--- src/rtl/wb_master_bridge.sv ---
// Single-outstanding Wishbone B3 classic initiator: valid/ready command in,
// one read/write cycle on the bus, data and status out on a valid/ready response.
module wb_master_bridge #(
   parameter int unsigned AW      = 32,
   parameter int unsigned DW      = 32,
   parameter int unsigned TIMEOUT = 255,
   parameter int unsigned CW      = 8
) (
   input  logic            i_clk,
   input  logic            i_rst_n,
   input  logic            i_cmd_valid,
   output logic            o_cmd_ready,
   input  logic            i_cmd_we,
   input  logic [AW-1:0]   i_cmd_adr,
   input  logic [DW-1:0]   i_cmd_dat,
   input  logic [DW/8-1:0] i_cmd_sel,
   output logic            o_rsp_valid,
   input  logic            i_rsp_ready,
   output logic [DW-1:0]   o_rsp_dat,
   output logic [1:0]      o_rsp_status,
   output logic            o_wbm_cyc,
   output logic            o_wbm_stb,
   output logic            o_wbm_we,
   output logic [DW/8-1:0] o_wbm_sel,
   output logic [AW-1:0]   o_wbm_adr,
   output logic [DW-1:0]   o_wbm_dat,
   input  logic            i_wbm_ack,
   input  logic            i_wbm_err,
   input  logic [DW-1:0]   i_wbm_dat
);

   localparam int unsigned SW      = DW / 8;
   localparam bit          TO_EN   = (TIMEOUT != 0);
   localparam logic [CW-1:0] TO_LAST = (TIMEOUT == 0) ? '0 : CW'(TIMEOUT - 1);
   localparam logic [CW-1:0] CNT_MAX = '1;

   localparam logic [1:0] ST_OK  = 2'b00;
   localparam logic [1:0] ST_ERR = 2'b01;
   localparam logic [1:0] ST_TMO = 2'b10;

   typedef enum logic [1:0] {
      S_IDLE = 2'd0,
      S_BUS  = 2'd1,
      S_RESP = 2'd2
   } state_t;

   state_t          state_q, state_d;
   logic            cyc_q, cyc_d;
   logic            stb_q, stb_d;
   logic            we_q, we_d;
   logic [SW-1:0]   sel_q, sel_d;
   logic [AW-1:0]   adr_q, adr_d;
   logic [DW-1:0]   dat_q, dat_d;
   logic            rsp_valid_q, rsp_valid_d;
   logic [DW-1:0]   rsp_dat_q, rsp_dat_d;
   logic [1:0]      rsp_status_q, rsp_status_d;
   logic [CW-1:0]   cnt_q, cnt_d;
   logic            done;

   // State register and all registered outputs.
   always_ff @(posedge i_clk or negedge i_rst_n) begin
      if (!i_rst_n) begin
         state_q      <= S_IDLE;
         cyc_q        <= 1'b0;
         stb_q        <= 1'b0;
         we_q         <= 1'b0;
         sel_q        <= '0;
         adr_q        <= '0;
         dat_q        <= '0;
         rsp_valid_q  <= 1'b0;
         rsp_dat_q    <= '0;
         rsp_status_q <= ST_OK;
         cnt_q        <= '0;
      end else begin
         state_q      <= state_d;
         cyc_q        <= cyc_d;
         stb_q        <= stb_d;
         we_q         <= we_d;
         sel_q        <= sel_d;
         adr_q        <= adr_d;
         dat_q        <= dat_d;
         rsp_valid_q  <= rsp_valid_d;
         rsp_dat_q    <= rsp_dat_d;
         rsp_status_q <= rsp_status_d;
         cnt_q        <= cnt_d;
      end
   end

   // Next-state and output decode.
   always_comb begin
      state_d      = state_q;
      cyc_d        = cyc_q;
      stb_d        = stb_q;
      we_d         = we_q;
      sel_d        = sel_q;
      adr_d        = adr_q;
      dat_d        = dat_q;
      rsp_valid_d  = rsp_valid_q;
      rsp_dat_d    = rsp_dat_q;
      rsp_status_d = rsp_status_q;
      cnt_d        = cnt_q;
      done         = 1'b0;

      case (state_q)
         S_IDLE: begin
            if (i_cmd_valid) begin
               we_d    = i_cmd_we;
               adr_d   = i_cmd_adr;
               dat_d   = i_cmd_dat;
               sel_d   = i_cmd_sel;
               cyc_d   = 1'b1;
               stb_d   = 1'b1;
               cnt_d   = '0;
               state_d = S_BUS;
            end
         end
         S_BUS: begin
            cnt_d = (cnt_q == CNT_MAX) ? cnt_q : cnt_q + CW'(1);
            // ERR wins over a simultaneous ACK; timeout only when neither arrived.
            if (i_wbm_err) begin
               done         = 1'b1;
               rsp_status_d = ST_ERR;
               rsp_dat_d    = '0;
            end else if (i_wbm_ack) begin
               done         = 1'b1;
               rsp_status_d = ST_OK;
               rsp_dat_d    = we_q ? '0 : i_wbm_dat;
            end else if (TO_EN && (cnt_q == TO_LAST)) begin
               done         = 1'b1;
               rsp_status_d = ST_TMO;
               rsp_dat_d    = '0;
            end
            if (done) begin
               cyc_d       = 1'b0;
               stb_d       = 1'b0;
               we_d        = 1'b0;
               rsp_valid_d = 1'b1;
               cnt_d       = '0;
               state_d     = S_RESP;
            end
         end
         S_RESP: begin
            if (i_rsp_ready) begin
               rsp_valid_d = 1'b0;
               state_d     = S_IDLE;
            end
         end
         default: begin
            state_d = S_IDLE;
         end
      endcase
   end

   // Ready is held low while reset is asserted even though the state is IDLE.
   assign o_cmd_ready  = (state_q == S_IDLE) && i_rst_n;
   assign o_rsp_valid  = rsp_valid_q;
   assign o_rsp_dat    = rsp_dat_q;
   assign o_rsp_status = rsp_status_q;
   assign o_wbm_cyc    = cyc_q;
   assign o_wbm_stb    = stb_q;
   assign o_wbm_we     = we_q;
   assign o_wbm_sel    = sel_q;
   assign o_wbm_adr    = adr_q;
   assign o_wbm_dat    = dat_q;

endmodule

--- config.mk ---
export PLATFORM = sky130hd
export DESIGN_NAME = wb_master_bridge
export DESIGN_NICKNAME = d
export VERILOG_FILES = /design/src/rtl/wb_master_bridge.sv
export SDC_FILE = /design/constraint.sdc
export NUM_CORES = 1
export LEC_CHECK = 0
export CORE_MARGIN = 2
export CORE_UTILIZATION = 42
export CTS_CLUSTER_DIAMETER = 50
export DETAILED_ROUTE_END_ITERATION = 8
export GPL_ROUTABILITY_DRIVEN = 1
export HOLD_SLACK_MARGIN = 0.15
export PLACE_DENSITY = 0.88
export SLEW_MARGIN = 10
export SYNTH_ARGS = -nofsm -noshare
export SYNTH_HDL_FRONTEND = slang
export SYNTH_SLANG_ARGS = --single-unit
--- constraint.sdc ---
create_clock -name i_clk -period 2.2 [get_ports i_clk]
set_clock_uncertainty 0.05 [all_clocks]
set_input_delay 0.33 -clock i_clk [delete_from_list [all_inputs] [get_ports i_clk]]
set_output_delay 0.33 -clock i_clk [all_outputs]
set_load 0.03 [all_outputs]
* Word-level counts from Yosys, hierarchy flattened
Cells that the tools add are included.
** Word-level totals
- Register bits :: 115
- Logic and storage cells :: 57
- Output and inout bits :: 107
- Input bits :: 107
** Cells by class
- Add/subtract/negate cells :: 1
- Eq/ne operators :: 8
- Reduce and logical (&&, ||, !) cells :: 11
- Muxes and demuxes :: 27
** Operators with widths (number)
- 32-bit two-way mux :: 4
- 8-bit two-way mux :: 3
- 8-bit equality test (second input constant) :: 2
- 8-bit case mux with 2 select lines :: 1
- 2-bit two-way mux :: 6
- 3-bit AND reduction :: 4
- 1-bit two-way mux :: 9
- 8-bit by 1-bit adder with 8-bit output (second input constant) :: 1
- 2-bit != test (second input constant) :: 3
- 1-bit case mux with 2 select lines :: 3
- 2-bit case mux with 3 select lines :: 1
- 2-bit AND reduction :: 2
- 2-bit nonzero test :: 2
- 3-bit != test (second input constant) :: 1
- 3-bit nonzero test :: 1
- 2-bit by 1-bit equality test with 1-bit output (second input constant) :: 1
- 2-bit equality test (second input constant) :: 1
- 2-bit zero test :: 1
- 1-bit logical AND :: 1

* Logic depth before layout (Yosys ltp)
Gate-level depths: netlist of run 1.
- Depth after elaboration :: 7
- Depth in mapped cells :: 8
- Mapped depth without buffers :: 6

* Worst setup path after synthesis of run 1
No wires, ideal clock.
- Path type :: register to register
- Start point :: register cnt_q[0]
- End point :: register rsp_dat_q[13] (netlist: o_rsp_dat[13])
- Setup slack :: 446 ps
- Path buffers :: 2
- Arrival time :: 1625 ps
- Required time :: 2071 ps
- Setup time :: 79 ps
- Cell stages (with the launch flop) :: 9
- Period minus slack after synthesis :: 1754 ps
- Path through :: dfrtp_1 inv_1 ha_1 nand3_1 o21ai_1 nand3b_1 buf_2 buf_2 mux2i_1
** On the way
- Longest elaborated chain between the ends :: 3
** Ends and longest elaborated chain
- start: declaration :: RTL line 57 : logic [CW-1:0] cnt_q, cnt_d;
- start signal: assignment :: RTL line 85 : cnt_q <= cnt_d;
- 8-bit equality test :: RTL line 128 : end else if (TO_EN && (cnt_q == TO_LAST)) begin
- 3-bit nonzero test (no source line)
- 2-bit AND reduction (no source line)
- end signal: assignment :: RTL line 83 : rsp_dat_q <= rsp_dat_d;
- end: declaration :: RTL line 55 : logic [DW-1:0] rsp_dat_q, rsp_dat_d;
No other way between the ends.
A chain may end at the register's enable or synchronous reset.

* Final worst setup path of run 1
- Start point :: register cnt_q[0]
- End point :: register we_q (netlist: o_wbm_we)
** On the way
- Longest elaborated chain between the ends :: 7
** Ends and longest elaborated chain
- 8-bit equality test :: RTL line 128
- 1-bit two-way mux :: RTL line 128
- 1-bit two-way mux :: RTL line 124 : end else if (i_wbm_ack) begin
- 1-bit two-way mux :: RTL line 120 : if (i_wbm_err) begin
- 1-bit two-way mux :: RTL line 104 : case (state_q)
- 2-bit != test (no source line)
- 3-bit AND reduction (no source line)
- end signal: assignment :: RTL line 78 : we_q <= we_d;
- end: declaration :: RTL line 50 : logic we_q, we_d;
No other way between the ends. The select of a mux whose other input is x is not followed.

==> results of run 1 <==
## routing by layer
layer | vias to the layer above | part of all wire, % | track usage [%]
met5 | - | 0 | 0
met4 | 0 | 1.6 | 8.59
met2 | 149 | 54 | 38.5
li1 | 1679 | - | -
met1 | 1802 | 36 | 24.3
met3 | 21 | 7.9 | 9.35
## Yosys cell counts (2+ instances only)
library cell	count
a211o_1	4
a22o_1	2
and3_1	3
buf_2	11
clkbuf_1	5
dfrtp_1	115
ha_1	2
inv_1	35
mux2_2	70
mux2i_1	32
nand2_1	35
nand2b_1	2
nand3_1	4
nand4_1	2
nor2_1	2
nor2b_1	2
nor3_1	3
nor3b_1	3
o21ai_0	8
or2_2	2
## layout make-up
type	count	share of cell area, %
Inverter	35	1.69
Tap cell	140	2.25
Multi-Input combinational cell	191	21.0
Clock inverter	9	2.22
Sequential cell	115	37.0
Timing Repair Buffer	227	29.6
Clock buffer	23	6.26
## final timing paths
check,from,endpoint,cells after the start
min reg2reg,o_wbm_adr[31],o_wbm_adr[31],1
min,i_wbm_dat[16],o_rsp_dat[16],3
max,cnt_q[0],o_wbm_we,7
max in group asynchronous,i_rst_n,o_wbm_dat[28],3
min in group asynchronous,i_rst_n,cnt_q[2],3
max reg2reg,cnt_q[0],o_wbm_we,7
## timing repair
| item | 4_1_cts | 5_1_grt |
|---|---|---|
| gates resized for setup | 1 | 0 |
| hold endpoints to repair | 115 | 0 |
| hold buffers | 1 | 0 |
| setup endpoints to repair | 1 | 0 |
| buffers inserted | 0 | 0 |
## state kept, by name, indices dropped and copies added, names as in the netlist
name and cells:
o_rsp_dat 32, o_wbm_adr 32, o_wbm_dat 32, cnt_q 8, o_wbm_sel 4, o_rsp_status 2, state_q 2, o_rsp_valid 1
o_wbm_stb 1, o_wbm_we 1
## cell families after synthesis
kind of cell    after synthesis  share of synthesized area [%]
mux                         102                           23.5
compound gates               22                           3.18
buf+inv                      53                           4.74
simple gates                 64                           6.99
flops                       115                           60.9
fa+ha+maj                     2                          0.530
xor+xnor                      1                          0.185
## per-stage QoR
stage | worst slack, ns | area, um2 | total power, uW | hold WS, ns | std cells
final | 0.208 | 7770 | 12700 | 0.323 | 740
after global routing | 0.0885 | 7770 | 13300 | 0.301 | 740
after CTS | 0.198 | 7770 | 12800 | 0.293 | 740
after detailed placement | -0.0304 | 7110 | 9690 | 0.441 | 707
after global placement | 0.0659 | 7110 | 9500 | 0.424 | 707
after floorplan | 0.446 | 4720 | 6980 | -0.0156 | 359
## critical path, stage by stage, from the launching register on
cell and delay, ns:
dfrtp_1 0.45, inv_1 0.09, ha_1 0.25, nand3_1 0.15
o21ai_1 0.15, nand3b_1 0.26, buf_12 0.29, a22o_1 0.20
## report_power, final
group | switching [uW] | internal [uW]
clock network | 933 | 2100
logic | 3250 | 2750
registers | 559 | 3090
total | 4740 | 7940
==> run metrics, run 1 <==
status finished, final reports clean; total negative slack 0 ns; Num CTS Buffers 17; top post-synthesis cells by area dfrtp_1 61%, mux2_2 17%, mux2i_1 6.8%; Initial Util a little over two fifths; Final min period 1.99 ns; Clock Path Buffers 2; Clock transition at path regs 0.05 ns; Avg Inst Size Synth about 13 um2; drc violations 0; NumNets Final between 600 and 700; drt pass-1 iters 4; DP HPWL just under 9 mm; vias between 3k and 4k; H-tree Lvls 4; GR Overflow Total 0; Root Driver clkbuf_8; RSZ-0062 raised after global routing no; die height 110 um; CTS tree done; Mapped Nets approximately 470; die area ~0.012 mm2; max frequency roughly 0.50 GHz; Worst-Margin Slew roughly 0.6 ns; Setup violations, final 0; final WL ~13 mm; IO Count ~210; critical path launch point type register; worst setup path class reg -> reg; Ys Warns 0; number of diodes 0; asr flop ratio synth 100%; Unique masters post-synth 37; gpl congestion approximately 0.80; fill count 750; DR vias/cell about 4.9; Mapped Cells around 360; pin count of the biggest net entering global routing approximately 120; input/output buffers about 210; CP arrival 2.33 ns; Max VDD drop ~0.99 mV; Storage cell area roughly 0.0029 mm2; nature of the critical path endpoint register; P per Cell Area 1630 mW/mm2; final core occ a little under three quarters; total track usage about 22%; Max Slew Vio Count 0; Leak between 0.003 and 0.004 uW; final-report hold violation count 0; share of cells above drive strength 1 about a fifth; initial antenna violation count 0; Synth Flop Type dfrtp_1; Yosys reg bits 115; reg2reg setup slack about 0.21 ns; row cnt 38; Seq/Total Area, Yosys about three fifths; Max-Cap Viols 0; Worst-Skew Late Latency 0.50 ns; global-route wire length before repair about 20 mm; critical path fanouts, max 30; top cell type by total area after synthesis dfrtp_1; WL/cell between 15 and 20 um; P&R area growth vs syn 64.6%; Relative slew margins 59.1%; Sink Count roughly 120; most frequent cells in the layout 211 x clkdlybuf4s50_1, 115 x dfrtp_1, 70 x mux2_2; Die X between 100 and 150 um; core area 0.0109 mm2; post-detailed-route count of antenna-violating nets 0; EDFF count, synth 0; Synth Cell Area 0.00472 mm2; fin crit share about nine tenths; vias in the first global route a little over 4k; HP Class in -> reg; Synth top area share between 60 and 70%; Starting DRT DRC Count 183; Critical Path RT between 2 and 3 ns; leading cell type in the layout, fill and taps excluded clkdlybuf4s50_1; Multi-input gate area roughly 0.0016 mm2
Note: power is estimated with default switching activity, not from simulation.
==> run 2, diff against run 1 <==
- ABC_AREA: default -> 1
- CORE_MARGIN: 2 -> default
- PLACE_DENSITY: 0.88 -> 0.87
==> run metrics, run 2 <==
Critical Path RT 1.82 ns (-0.72 ns); family with the most delay on the worst path buffers and inverters; max frequency 0.516 GHz (+2.8%); Worst Path Buf+Inv 1 (-1); Final min period 1.94 ns (-0.0542 ns); r2r startpoint cnt_q[0]; reg2reg setup slack 0.45 ns (+0.24 ns); nature of the critical path endpoint primary output; Worst-Margin Slew 0.630 ns (+0.0172 ns); vias in the first global route 3892 (-4.3%); RSZ-0062 raised after global routing no; mux contribution to synthesized area 15.8% (-7.7 points); die height 109 um (-0.59%); top cell type by total area after synthesis dfrtp_1; share of cells above drive strength 1 22.9% (+2.8 points); Setup Buffers After CTS 0 (unchanged); Unique masters post-synth 26 (-30%); reg2reg path depth 10 (+3); HP Class reg -> reg; CTS tree done; count leader, synth dfrtp_1; critical path fanouts, max 3 (-90%); Tot Pwr 12000 uW (-5.7%); most frequent cells after synthesis 115 x dfrtp_1, 107 x nand2_1, 63 x mux2_2; asr flop ratio synth 100% (unchanged); core area 0.0110 mm2 (+1.3%); Post-Synth Adder-Cell Area 0.516% (-0.013 points); status finished, final reports clean; Inst Count DP 744 (+5.2%); top post-synthesis cells by area dfrtp_1 59%, mux2_2 15%, nand2_1 8.3%; number of diodes 0 (unchanged); Num CTS Buffers 17 (unchanged); Synth Cell Area 0.00485 mm2 (+2.6%); slowest stage delay, CP 0.71 ns (+0.26 ns); leading cell type in the layout, fill and taps excluded clkdlybuf4s50_1; global-route wire length before repair 18.9 mm (-7.2%); Avg Inst Size Synth 12.2 um2 (-7.5%); Leak 0.00331 uW (-3.6%); compound-gate portion of the synthesized area 6.35% (+3.2 points); vias 3784 (+3.6%); die area 0.0120 mm2 (-1.2%); Clock transition at path regs 0.05 ns (about the same); final WL 12.0 mm (-6.4%); initial antenna violation count 0 (unchanged); total negative slack 0 ns (unchanged); Worst Hold Path Cells 2 (-1); pin count of the biggest net entering global routing 116 (unchanged); Sink Count 115 (unchanged); total track usage 21.4% (-0.86 points); post-detailed-route count of antenna-violating nets 0 (unchanged); Synth Flop Type dfrtp_1; input/output buffers 213 (unchanged); NumNets Final 733 (+5.3%); Relative slew margins 58.0% (-1.1 points); largest family of logic cells by synthesized area multiplexers; Synth top area share 59.4% (-1.5 points); worst path cell trace clkdlybuf4s50_1; Yosys reg bits 115 (unchanged); DR vias/cell 4.90 (-0.65%); GR Overflow Total 0 (unchanged); Non-Filler Instances 772 (+4.3%); Ys Warns 0 (unchanged); DR WL met3 961 um (-4.5%); drc violations 0 (unchanged); Clock Path Buffers 2 (unchanged); r2r endpoint o_rsp_dat[11]; Worst-Skew Late Latency 0.41 ns (-0.09 ns); H-tree Lvls 4 (unchanged); post-synthesis xor/xnor area fraction 0.181% (-0.0046 points); Max-Cap Viols 0 (unchanged); Hold Path Origin o_rsp_dat[23]; Root Driver clkbuf_16; final-report hold violation count 0 (unchanged); Max Slew Vio Count 0 (unchanged); DP HPWL 8.59 mm (-3.5%); worst setup path class reg -> out; drt pass-1 iters 5 (+1); Die X 109 um (-0.59%); IO Count 214 (unchanged); Seq/Total Area, Yosys 59.4% (-1.5 points); Mapped Nets 507 (+8.3%); row cnt 38 (unchanged); EDFF count, synth 0 (unchanged); Mapped Cells 398 (+11%); P&R area growth vs syn 58.6%; Synth Area in Simple Gates 13.0% (+6.0 points); gpl congestion 0.806 (+0.61%); Max VDD drop 1.21 mV (+23%); fin crit share 88.1% (-2.5 points); WL/cell 15.5 um (-10%); CP arrival 1.56 ns (-0.77 ns); Starting DRT DRC Count 172 (-6.0%); Setup violations, final 0 (unchanged); Resize count post-CTS 0 (-1); Slowest cell on crit path clkdlybuf4s50_1; Worst Hold End o_rsp_dat[23]; most frequent cells in the layout 211 x clkdlybuf4s50_1, 115 x dfrtp_1, 107 x nand2_1; met2 wire len 6.20 mm (-11%); uppermost routed layer met4; Initial Util 43.9% (+0.54 points); P per Cell Area 1560 mW/mm2 (-4.6%); critical path launch point type register; Metal-1 WL 4.49 mm (-3.9%)
run 2: cell count changes in the layout (fill, tap and decap cells not counted), sizes merged, moves of 6 or more:
cell	before	now
mux2i	32	0
nand2	35	113
nor2	2	12
inv	35	14
o21ai	9	34
nand3	4	10
run 2: cells by family (layout without fill, tap and decap cells):
logic type	count (synthesis)	in the layout
simple gates	143	143
xor+xnor	1	1
buf+inv	32	266
fa+ha+maj	2	2
flops	115	115
compound gates	37	37
mux	68	68
run 2: worst max path at each step:
| stage | from | endpoint | slack, ns | cells after the start |
|---|---|---|---|---|
| floorplan | state_q[1] | o_cmd_ready | 0.63 | 1 |
| global placement | i_wbm_err | o_rsp_dat[14] | 0.23 | 7 |
| detailed placement | i_wbm_err | o_rsp_dat[11] | 0.18 | 7 |
| CTS | o_wbm_we | o_wbm_we | 0.23 | 1 |
| global route | o_wbm_we | o_wbm_we | 0.17 | 1 |
| finish | o_wbm_we | o_wbm_we | 0.26 | 1 |
run 2: layout make-up:
| class | count | area, um2 |
|---|---|---|
| Inverter | 14 | 52.6 |
| Clock inverter | 6 | 82.6 |
| Multi-Input combinational cell | 251 | 1750 |
| Clock buffer | 21 | 470 |
| Timing Repair Buffer | 225 | 2280 |
| Fill cell | 799 | 3340 |
| Sequential cell | 115 | 2880 |
| Tap cell | 140 | 175 |
run 2: what timing repair did:
| action | in CTS | in global routing |
|---|---|---|
| setup endpoints to repair | 0 | 0 |
| hold buffers | 1 | 0 |
| endpoints found under the hold margin | 115 | 0 |
run 2: per-layer routing:
metal / global-route usage (%) / vias to the layer above
li1: - / 1766
met1: 23.4 / 1851
met2: 35.5 / 140
met3: 9.66 / 27
met4: 10.4 / 0
met5: 0 / -
run 2: per-stage QoR:
stage          util, %  instance area (um2)  hold WS (ns)  worst slack, ns
6_report          69.7                 7690         0.434            0.263
3_5_place_dp      64.6                 7120         0.423            0.184
5_1_grt           69.7                 7690         0.439            0.173
4_1_cts           69.7                 7690         0.422            0.227
3_3_place_gp      64.6                 7120         0.415            0.231
2_1_floorplan        -                 4850       -0.0156            0.625
run 2: report_power, final:
| group | switching (uW) | internal, uW | total, uW |
|---|---|---|---|
| Clock | 864 | 1710 | 2580 |
| Sequential | 524 | 3040 | 3560 |
| Combinational | 3210 | 2610 | 5820 |
| Total | 4590 | 7360 | 12000 |
==> run 3, diff against run 2 <==
- PLACE_DENSITY: 0.87 -> 0.8
==> run metrics, run 3 (synthesized netlist as in run 2, its figures left out) <==
Root Driver clkbuf_16; Initial Util 43.9% (unchanged); Relative slew margins 56.7% (-1.3 points); global-route wire length before repair 18.4 mm (-2.2%); CP arrival 1.51 ns (-0.05 ns); NumNets Final 730 (-0.41%); post-detailed-route count of antenna-violating nets 0 (unchanged); Placement Cell Area 0.00709 mm2 (-0.40%); die area 0.0120 mm2 (unchanged); die height 109 um (unchanged); Max-Cap Viols 0 (unchanged); Final min period 1.89 ns (-0.0459 ns); worst setup path class reg -> out; Worst-Margin Slew 0.650 ns (+0.0194 ns); family with the most delay on the worst path buffers and inverters; leading cell type in the layout, fill and taps excluded clkdlybuf4s50_1; nature of the critical path endpoint primary output; Tot Pwr 12000 uW (+0.38%); Clock Path Buffers 2 (unchanged); most frequent cells in the layout 211 x clkdlybuf4s50_1, 115 x dfrtp_1, 107 x nand2_1; vias in the first global route 3842 (-1.3%); pin count of the biggest net entering global routing 116 (unchanged); P per Cell Area 1560 mW/mm2 (+0.30%); final core occ 69.7% (about the same); Max VDD drop 1.01 mV (-17%); RSZ-0062 raised after global routing no; final-report hold violation count 0 (unchanged); critical path launch point type register; Final Cell Area 0.00769 mm2 (about the same); Resize count post-CTS 0 (unchanged); Clock transition at path regs 0.05 ns (about the same); DR vias/cell 4.76 (-2.8%); r2r endpoint o_rsp_status[0]; reg2reg path depth 11 (+1); IO Count 214 (unchanged); Max Slew Vio Count 0 (unchanged); Slowest cell on crit path clkdlybuf4s50_1; Die X 109 um (unchanged); DP HPWL 8.36 mm (-2.6%); slowest stage delay, CP 0.71 ns (about the same); total track usage 20.7% (-0.70 points); worst hold slack 0.424 ns (-0.00995 ns); H-tree Lvls 4 (unchanged); reg2reg setup slack 0.50 ns (+0.05 ns); Worst Path Buf+Inv 1 (unchanged); CTS tree done; drt pass-1 iters 4 (-1); drc violations 0 (unchanged); row cnt 38 (unchanged); gpl congestion 0.780 (-3.2%); final WL 11.8 mm (-1.8%); Worst Hold Path Cells 3 (+1); max frequency 0.529 GHz (+2.4%); vias 3686 (-2.6%); status finished, final reports clean; GR Overflow Total 0 (unchanged); number of diodes 0 (unchanged); worst path cell trace clkdlybuf4s50_1; Hold Path Origin i_cmd_we; WL/cell 15.2 um (-2.0%); fill count 810 (+1.4%); Leak 0.00329 uW (-0.63%); Worst Hold End o_wbm_we; critical path fanouts, max 3 (unchanged); Worst-Skew Late Latency 0.41 ns (about the same); fin crit share 86.0% (-2.1 points); total negative slack 0 ns (unchanged); Critical Path RT 1.82 ns (about the same); core area 0.0110 mm2 (unchanged); share of cells above drive strength 1 23.2% (+0.24 points); Starting DRT DRC Count 121 (-30%); input/output buffers 213 (unchanged); Sink Count 115 (unchanged); Num CTS Buffers 17 (unchanged); initial antenna violation count 0 (unchanged); r2r startpoint cnt_q[0]; P&R area growth vs syn 58.7% (about the same); HP Class in -> reg; Setup violations, final 0 (unchanged)
==> run 3: worst max path at each step <==
stage,start,endpoint,slack [ns],cells after the start
floorplan,state_q[1],o_cmd_ready,0.63,1
global placement,i_wbm_err,o_rsp_status[0],0.29,8
detailed placement,i_wbm_err,o_rsp_status[0],0.24,8
CTS,o_wbm_we,o_wbm_we,0.29,1
global route,o_wbm_we,o_wbm_we,0.27,1
finish,o_wbm_we,o_wbm_we,0.31,1
==> run 3: area by class of cell <==
type | count | area, um2 | area share (%)
tap | 140 | 175 | 2.28
clock inverter | 12 | 131 | 1.71
clock buffer | 20 | 457 | 5.94
inverter | 14 | 52.6 | 0.683
multi-input combinational | 251 | 1740 | 22.6
sequential | 115 | 2880 | 37.4
timing repair buffer | 222 | 2260 | 29.4
==> run 3: tightest hold or removal path, stage by stage <==
cell	delay (ns)
clkdlybuf4s50_1	0.39
nand3_1	0.08
nand2_1	0.05
==> run 3: timing repair <==
action                     CTS  global route
hold endpoints to repair   115             0
setup buffers                0             0
hold buffers                 1             0
setup endpoints to repair    0             0
==> run 3: metrics by stage <==
step / setup slack (ns) / std cells
floorplan: 0.625 / 398
global route: 0.273 / 774
detailed placement: 0.241 / 741
CTS: 0.287 / 774
global placement: 0.293 / 741
finish: 0.309 / 774
==> run 3: where the power goes <==
group,switching (uW),internal (uW)
Sequential,499,3040
Combinational,3210,2580
Clock,955,1720
Total,4660,7340
==> run 3: metal layers <==
metal | track usage, % | part of all wire [%] | routed length [um] | vias up
li1 | - | - | - | 1758
met1 | 22.8 | 38 | 4440 | 1779
met2 | 34.8 | 53 | 6230 | 121
met3 | 7.17 | 6.2 | 736 | 28
met4 | 12.2 | 3.2 | 381 | 0
met5 | 0 | 0 | 0 | -
